--- config.mk ---
export PLATFORM = sky130hd
export DESIGN_NAME = aes128_cbc_chain_ctrl_flat
export DESIGN_NICKNAME = d
export VERILOG_FILES = /design/src/rtl/aes128_cbc_chain_ctrl_if.sv /design/src/rtl/aes128_cbc_chain_ctrl.sv /design/src/flat_wrapper.sv
export SDC_FILE = /design/constraint.sdc
export NUM_CORES = 2
export LEC_CHECK = 0
export ABC_AREA = 1
export BUFFER_PORTS_ARGS = -buffer_cell sky130_fd_sc_hd__clkbuf_2
export CAP_MARGIN = 40
export CORE_AREA = 2 2 258 260
export CTS_CLUSTER_DIAMETER = 120
export DETAILED_ROUTE_END_ITERATION = 6
export DIE_AREA = 0 0 260 262
export PLACE_DENSITY = 0.83
export SLEW_MARGIN = 20
export SYNTH_ARGS = -nofsm -noshare
export SYNTH_HDL_FRONTEND = slang
export SYNTH_SLANG_ARGS = --single-unit
--- constraint.sdc ---
create_clock -name clk -period 28.3 [get_ports clk]
set_input_delay 4.245 -clock clk [delete_from_list [all_inputs] [get_ports clk]]
set_output_delay 4.245 -clock clk [all_outputs]
set_load 0.01 [all_outputs]
--- src/rtl/aes128_cbc_chain_ctrl_if.sv ---
// aes128_cbc_chain_ctrl_if: host-side block streams of the CBC chaining controller
//   in_valid/in_ready/in_data/in_last     : input block stream (host -> controller)
//   out_valid/out_ready/out_data/out_last : output block stream (controller -> host)
//   master = host side, slave = controller side
interface aes128_cbc_chain_ctrl_if #(parameter int BLK_W = 128);
    logic             in_valid, in_ready, in_last;
    logic [BLK_W-1:0] in_data;
    logic             out_valid, out_ready, out_last;
    logic [BLK_W-1:0] out_data;
    modport master (output in_valid, in_data, in_last, out_ready,
                    input  in_ready, out_valid, out_data, out_last);
    modport slave  (input  in_valid, in_data, in_last, out_ready,
                    output in_ready, out_valid, out_data, out_last);
endinterface

--- src/rtl/aes128_cbc_chain_ctrl.sv ---
// aes128_cbc_chain_ctrl: multi-block AES-128 CBC chaining controller (enc/dec) around an iterative core
//   clk, reset           : clock, asynchronous active-high reset
//   iv_load, iv          : IV load pulse and value (IDLE only)
//   mode                 : 0 = encrypt, 1 = decrypt, sampled on the first block of a message
//   host                 : input/output block streams (slave side)
//   core_start/core_decrypt/core_din/core_done/core_dout : AES core start/done handshake
//   busy, blk_cnt        : FSM not idle, blocks completed in the current message
module aes128_cbc_chain_ctrl #(
    parameter int BLK_W = 128,
    parameter int CNT_W = 16
) (
    input  logic                   clk,
    input  logic                   reset,
    input  logic                   iv_load,
    input  logic [BLK_W-1:0]       iv,
    input  logic                   mode,
    aes128_cbc_chain_ctrl_if.slave host,
    output logic                   core_start,
    output logic                   core_decrypt,
    output logic [BLK_W-1:0]       core_din,
    input  logic                   core_done,
    input  logic [BLK_W-1:0]       core_dout,
    output logic                   busy,
    output logic [CNT_W-1:0]       blk_cnt
);
    typedef enum logic [1:0] {IDLE, START, WAIT, OUT} state_t;
    state_t           state;
    logic [BLK_W-1:0] iv_q, chain, in_q;
    logic             last_q, mode_n;
    // an IV load in the same cycle takes priority over accepting a block
    assign host.in_ready = (state == IDLE) && !iv_load;
    // core_decrypt doubles as the per-message mode register
    assign mode_n = (blk_cnt == '0) ? mode : core_decrypt;
    always_ff @(posedge clk or posedge reset) begin
        if (reset) begin
            state         <= IDLE;
            iv_q          <= '0;
            chain         <= '0;
            in_q          <= '0;
            last_q        <= 1'b0;
            core_start    <= 1'b0;
            core_decrypt  <= 1'b0;
            core_din      <= '0;
            busy          <= 1'b0;
            blk_cnt       <= '0;
            host.out_valid <= 1'b0;
            host.out_data  <= '0;
            host.out_last  <= 1'b0;
        end else begin
            case (state)
                IDLE: begin
                    if (iv_load) begin
                        iv_q  <= iv;
                        chain <= iv;
                    end else if (host.in_valid) begin
                        in_q         <= host.in_data;
                        last_q       <= host.in_last;
                        core_decrypt <= mode_n;
                        core_din     <= mode_n ? host.in_data : host.in_data ^ chain;
                        core_start   <= 1'b1;
                        busy         <= 1'b1;
                        state        <= START;
                    end
                end
                START: begin
                    core_start <= 1'b0;
                    state      <= WAIT;
                end
                WAIT: begin
                    if (core_done) begin
                        host.out_data  <= core_decrypt ? core_dout ^ chain : core_dout;
                        chain          <= core_decrypt ? in_q : core_dout;
                        host.out_last  <= last_q;
                        host.out_valid <= 1'b1;
                        state          <= OUT;
                    end
                end
                OUT: begin
                    if (host.out_ready) begin
                        host.out_valid <= 1'b0;
                        busy           <= 1'b0;
                        blk_cnt        <= host.out_last ? '0 : blk_cnt + 1'b1;
                        if (host.out_last)
                            chain <= iv_q;
                        state <= IDLE;
                    end
                end
                default: state <= IDLE;
            endcase
        end
    end
endmodule

--- src/flat_wrapper.sv ---
// flat-port wrapper written by rule: the top's interface ports become plain ports
module aes128_cbc_chain_ctrl_flat 
#(
    parameter int BLK_W = 128,
    parameter int CNT_W = 16
)
  (clk, reset, iv_load, iv, mode, core_start, core_decrypt, core_din, core_done, core_dout, busy, blk_cnt, host_in_valid, host_in_data, host_in_last, host_out_ready, host_in_ready, host_out_valid, host_out_data, host_out_last);
  aes128_cbc_chain_ctrl_if #(.BLK_W(BLK_W)) host_i ();
  input  logic clk;
  input  logic reset;
  input  logic iv_load;
  input  logic [BLK_W-1:0] iv;
  input  logic mode;
  output logic core_start;
  output logic core_decrypt;
  output logic [BLK_W-1:0] core_din;
  input  logic core_done;
  input  logic [BLK_W-1:0] core_dout;
  output logic busy;
  output logic [CNT_W-1:0] blk_cnt;
  input wire logic [$bits(host_i.in_valid)-1:0] host_in_valid;
  input wire logic [$bits(host_i.in_data)-1:0] host_in_data;
  input wire logic [$bits(host_i.in_last)-1:0] host_in_last;
  input wire logic [$bits(host_i.out_ready)-1:0] host_out_ready;
  output wire logic [$bits(host_i.in_ready)-1:0] host_in_ready;
  output wire logic [$bits(host_i.out_valid)-1:0] host_out_valid;
  output wire logic [$bits(host_i.out_data)-1:0] host_out_data;
  output wire logic [$bits(host_i.out_last)-1:0] host_out_last;
  assign host_i.in_valid = host_in_valid;
  assign host_i.in_data = host_in_data;
  assign host_i.in_last = host_in_last;
  assign host_i.out_ready = host_out_ready;
  assign host_in_ready = host_i.in_ready;
  assign host_out_valid = host_i.out_valid;
  assign host_out_data = host_i.out_data;
  assign host_out_last = host_i.out_last;
  aes128_cbc_chain_ctrl #(.BLK_W(BLK_W), .CNT_W(CNT_W)) u_core (.clk(clk), .reset(reset), .iv_load(iv_load), .iv(iv), .mode(mode), .host(host_i), .core_start(core_start), .core_decrypt(core_decrypt), .core_din(core_din), .core_done(core_done), .core_dout(core_dout), .busy(busy), .blk_cnt(blk_cnt));
endmodule
Word level (Yosys, flattened, before mapping)
Cells that the tools add are included.
- eq/ne operators: 9
- muxes and demuxes: 22
- reductions and logical operators: 17
- shifts and indexed selects: 0
- $add $sub $neg: 1
- bitwise operators: 3
- order comparisons: 0
- div/mod/pow operators: 0
- $mul: 0
- operators by type and width (kind ; number):
    128-bit 2-to-1 mux ; 7
    128-bit case mux with 3 select lines ; 1
    128-bit bitwise XOR ; 2
    16-bit by 1-bit adder with 16-bit output, second input constant ; 1
    16-bit zero test ; 1
    16-bit 2-to-1 mux ; 1
    2-bit != test, second input constant ; 5
    3-bit AND reduction ; 3
    2-bit 2-to-1 mux ; 4
    2-bit case mux with 4 select lines ; 1
    4-bit AND reduction ; 2
    1-bit case mux with 2 select lines ; 3
    2-bit AND reduction ; 3
    2-bit nonzero test ; 3
    1-bit 2-to-1 mux ; 5
    5-bit AND reduction ; 1
    2-bit == test, second input constant ; 2
    3-bit nonzero test ; 1
    2-bit by 1-bit == test with 1-bit output, second input constant ; 1
    2-bit zero test ; 1
    2-bit by 1-bit != test with 1-bit output, second input constant ; 1
    1-bit logical AND ; 1
    1-bit zero test ; 1
    1-bit inverter ; 1
- bits in registers: 664
- latch bits: 0
- bits in read-only memories: 0
- bits of input ports: 392
- memories: 0
- word-level logic and storage cells: 65
- RAM bits: 0

Logic depth before layout (Yosys ltp)
- word-level depth: 3
- mapped depth: 14
- mapped depth without buffers: 12

Worst setup path before layout
Ideal clock, no wire load.
- path type: input to output
- from: input iv_load
- to: output host_in_ready
- slack: 19.598 ns
- path buffers: 0
- stages: 1
- data arrival time: 4.457 ns
- data required time: 24.055 ns
- cells stage by stage: nor2_2
- cells in the longest elaborated chain, start to end: 2
- RTL lines (item ; line ; RTL):
    start: declaration ; flat_wrapper.sv:11 ; input logic iv_load;
    1-bit zero test ; aes128_cbc_chain_ctrl.sv:31 ; assign host.in_ready = (state == IDLE) && !iv_load;
    1-bit logical AND ; aes128_cbc_chain_ctrl.sv:31 ;
    end: declaration ; flat_wrapper.sv:25 ; output wire logic [$bits(host_i.in_ready)-1:0] host_in_ready;
No other way between the ends.

Final worst setup path
Same ends and word-level chain as after synthesis.

==> impl_metrics.csv <==
group,metric,value,unit
critical_path,crit_path_start_kind,"primary input",
cts,path_clk_slew,0.06,ns
place,io_buffer_count,669,
pwr,vdd_ir_drop_max,0.0748,mV
detailed_routing,dr.pass1.iters,6,
die,die_area,68100,µm²
synth,synth_fa_ha_area_frac,0.00299,
worst_hold_path,hold_class,"reg -> reg",
die,dieHeight,262,µm
layout,final_cells,5551,
synth,synth_common_cells,"nand2_1 (1583), dfrtp_1 (664), o21ai_0 (334), nand3_1 (270), xor2_1 (256)",
synth,async_reset_ff_frac,1.00,
pwr,p_sw_frac,0.423,
detailed_routing,antenna_left,0,
job,maxCapViolCount,0,
layout,drive_above_1_share,0.215,
global_routing,grt_pass1_vias,31000,
pwr,p_sw,2060,µW
synth,synth_top_flop_cell,"dfrtp_1",
sta,period_needed,9.16,ns
synth,yosys.cell_types.count,27,
critical_path,cp_max_fo,3,
cts,numCtsBuffers,75,
sta,worst_hold_slack,0.480,ns
layout,fin_util,0.616,
global_routing,grt-ovfl-total,0,
sta,skew,0.0355,ns
synth,synth_nets,4457,
global_routing,antenna_found_initial,33,
synth,syn_area,33400,µm²
sta,setup_viol,0,
cts,h-tree-depth,3,
global_routing,grt_util_all_layers,0.322,
die,die_w,260,µm
critical_path,required,24.05,ns
detailed_routing,route.vias.total,31600,
synth,post-synth-top-count-cell,"nand2_1",
synth,synth_xor_area_frac,0.0670,
place,dp_cells,5377,
die,ios,670,
cts,post_cts_buffers,0,
pwr,clkPwrFrac,0.214,
synth,synth-edff-count,0,
sta,rsz0062_at_grt,"false",
critical_path,worstSetupPathType,"in -> out",
global_routing,grt_max_degree,125,
sta,min_period_over_period,0.324,
cts,cts.path.max_buffers,3,
pwr,p_total,4870,µW
detailed_routing,drtIter0Drc,3787,
synth,yosysWarnings,0,
cts,clkSinkCount,664,
place,dp_hpwl,71200,µm
die,rows,94,
cts,cts_resized,0,
synth,synth_top_family_by_area,"simple AND/OR/NAND/NOR gates",
synth,synthCells,4057,
run_status,status,"finished, final reports clean",
cts,hold_buffers,0,
detailed_routing,wl_per_cell,20.3,µm
critical_path,cp-end-kind,"output port",
pwr,pwr-share-seq,0.356,
detailed_routing,vias_per_cell,5.70,
synth,synth_simple_gate_area_frac,0.239,
sta,clock.fmax,109,MHz
synth,synth.area.top_cells,"dfrtp_1 (50%), nand2_1 (18%), xor2_1 (6.7%)",
synth,synth_compound_area_frac,0.0913,
global_routing,grt_pass1_wl,171000,µm
synth,synth_top_area_frac,0.497,
sta,maxSlewViolCount,0,
synth,ys_ff_latch,664,
synth,synth_mux_area_frac,0.0431,
sta,tightest_slew,0.931,ns
worst_hold_path,min_path_cells,2,
pwr,p_int,2810,µW
synth,synth_area_per_cell,8.24,µm²
pwr,leakage,0.0206,µW
detailed_routing,drc,0,
die,initial_core_util,0.512,
layout,nets,4997,
layout,syn2layout_area_growth,20.2,%
critical_path,crit_arrival,4.91,ns
sta,finalSetupTns,0,ns
pwr,pwr-share-comb,0.429,
synth,yosysSeqAreaShare,0.497,
cts,root_buffer,"clkbuf_16",
sta,hold_viol,0,
synth,synth_top_area_cell,"dfrtp_1",
cts,insertion_delay,0.62,ns
die,core_area,65300,µm²
detailed_routing,wl,113000,µm
critical_path,reg2reg_depth,10,
cts,cts_tree,"yes",
pwr,power.density,121,nW/µm²
place,routabilityCongestion,0.924,
sta,relSlewSlack,0.379,
[per-layer routing]
metal  GRT usage  share of wire  vias to the layer above  wire length, µm
li1            -              -                    14100                -
met1       0.393           0.37                    15100            42000
met2       0.507           0.46                     1918            52300
met3      0.0834           0.10                      476            11800
met4       0.209          0.060                        8             6740
met5           0        0.00041                        -               46
[worst paths after layout]
path / startpoint / end / slack, ns
setup / recovery: iv_load / host_in_ready / 19.14
min in group asynchronous: reset / u_core.host.out_data[24] / 3.73
max in group asynchronous: reset / u_core.iv_q[67] / 21.50
hold reg to reg: u_core.core_din[112] / u_core.core_din[112] / 0.48
setup reg to reg: u_core.state[0] / u_core.core_decrypt / 24.56
hold / removal: u_core.core_din[112] / u_core.core_din[112] / 0.48
[logic make-up after synthesis]
kind of cell,after synthesis
fa+ha+maj,8
xor+xnor,256
buf+inv,428
simple gates,2030
compound gates,543
mux,128
flops,664
[critical path: stages]
cell and delay [ns]:
clkbuf_2 0.12, nor2_2 0.34, clkbuf_2 0.21
[cells in the final DEF (no fill, tap or decap), types with 3 or more instances in the layout]
| cell type | count |
|---|---|
| clkbuf_8 | 21 |
| o21ai_0 | 334 |
| clkinv_2 | 8 |
| nor3_1 | 3 |
| buf_12 | 7 |
| o211ai_1 | 128 |
| xor2_1 | 256 |
| ha_1 | 6 |
| buf_16 | 17 |
| a21oi_1 | 6 |
| dfrtp_1 | 663 |
| clkinvlp_4 | 3 |
| buf_4 | 38 |
| diode_2 | 32 |
| clkbuf_2 | 669 |
| nand2_4 | 5 |
| nand3_1 | 268 |
| bufinv_16 | 8 |
| nand2_1 | 1578 |
| mux2_2 | 128 |
| o21ai_1 | 70 |
| clkbuf_1 | 12 |
| inv_1 | 156 |
| clkbuf_16 | 77 |
| nor2_1 | 167 |
[power groups by stage]
stage               clock (µW)  sequential [µW]  combinational [µW]
floorplan                    0             1730                1330
global placement             0             1710                1930
detailed placement           0             1720                2030
CTS                       1050             1720                2050
global route              1090             1770                2310
finish                    1040             1730                2090
[area by class of cell]
type / count / area [µm²]
antenna: 32 / 80.1
clock buffer: 110 / 2260
clock inverter: 25 / 382
fill: 5344 / 25100
inverter: 160 / 618
multi-input combinational: 2965 / 14900
sequential: 664 / 16600
tap: 864 / 1080
timing repair buffer: 731 / 4240
[sequential cells by signal, indices dropped and copies added (netlist names)]
register / flops
u_core.chain: 128
u_core.in_q: 128
u_core.host.out_valid: 1
u_core.state: 2
u_core.core_din: 128
u_core.host.out_last: 1
u_core.core_decrypt: 1
u_core.core_start: 1
u_core.host.out_data: 128
u_core.iv_q: 128
u_core.busy: 1
u_core.last_q: 1
u_core.blk_cnt: 16
[stage by stage]
step	worst slack (ns)	instance area (µm²)
finish	19.14	40200
global route	19.17	40200
CTS	19.19	39900
detailed placement	19.19	37300
global placement	19.22	36900
floorplan	5.45	33400
Note: power is estimated with default switching activity, not from simulation.
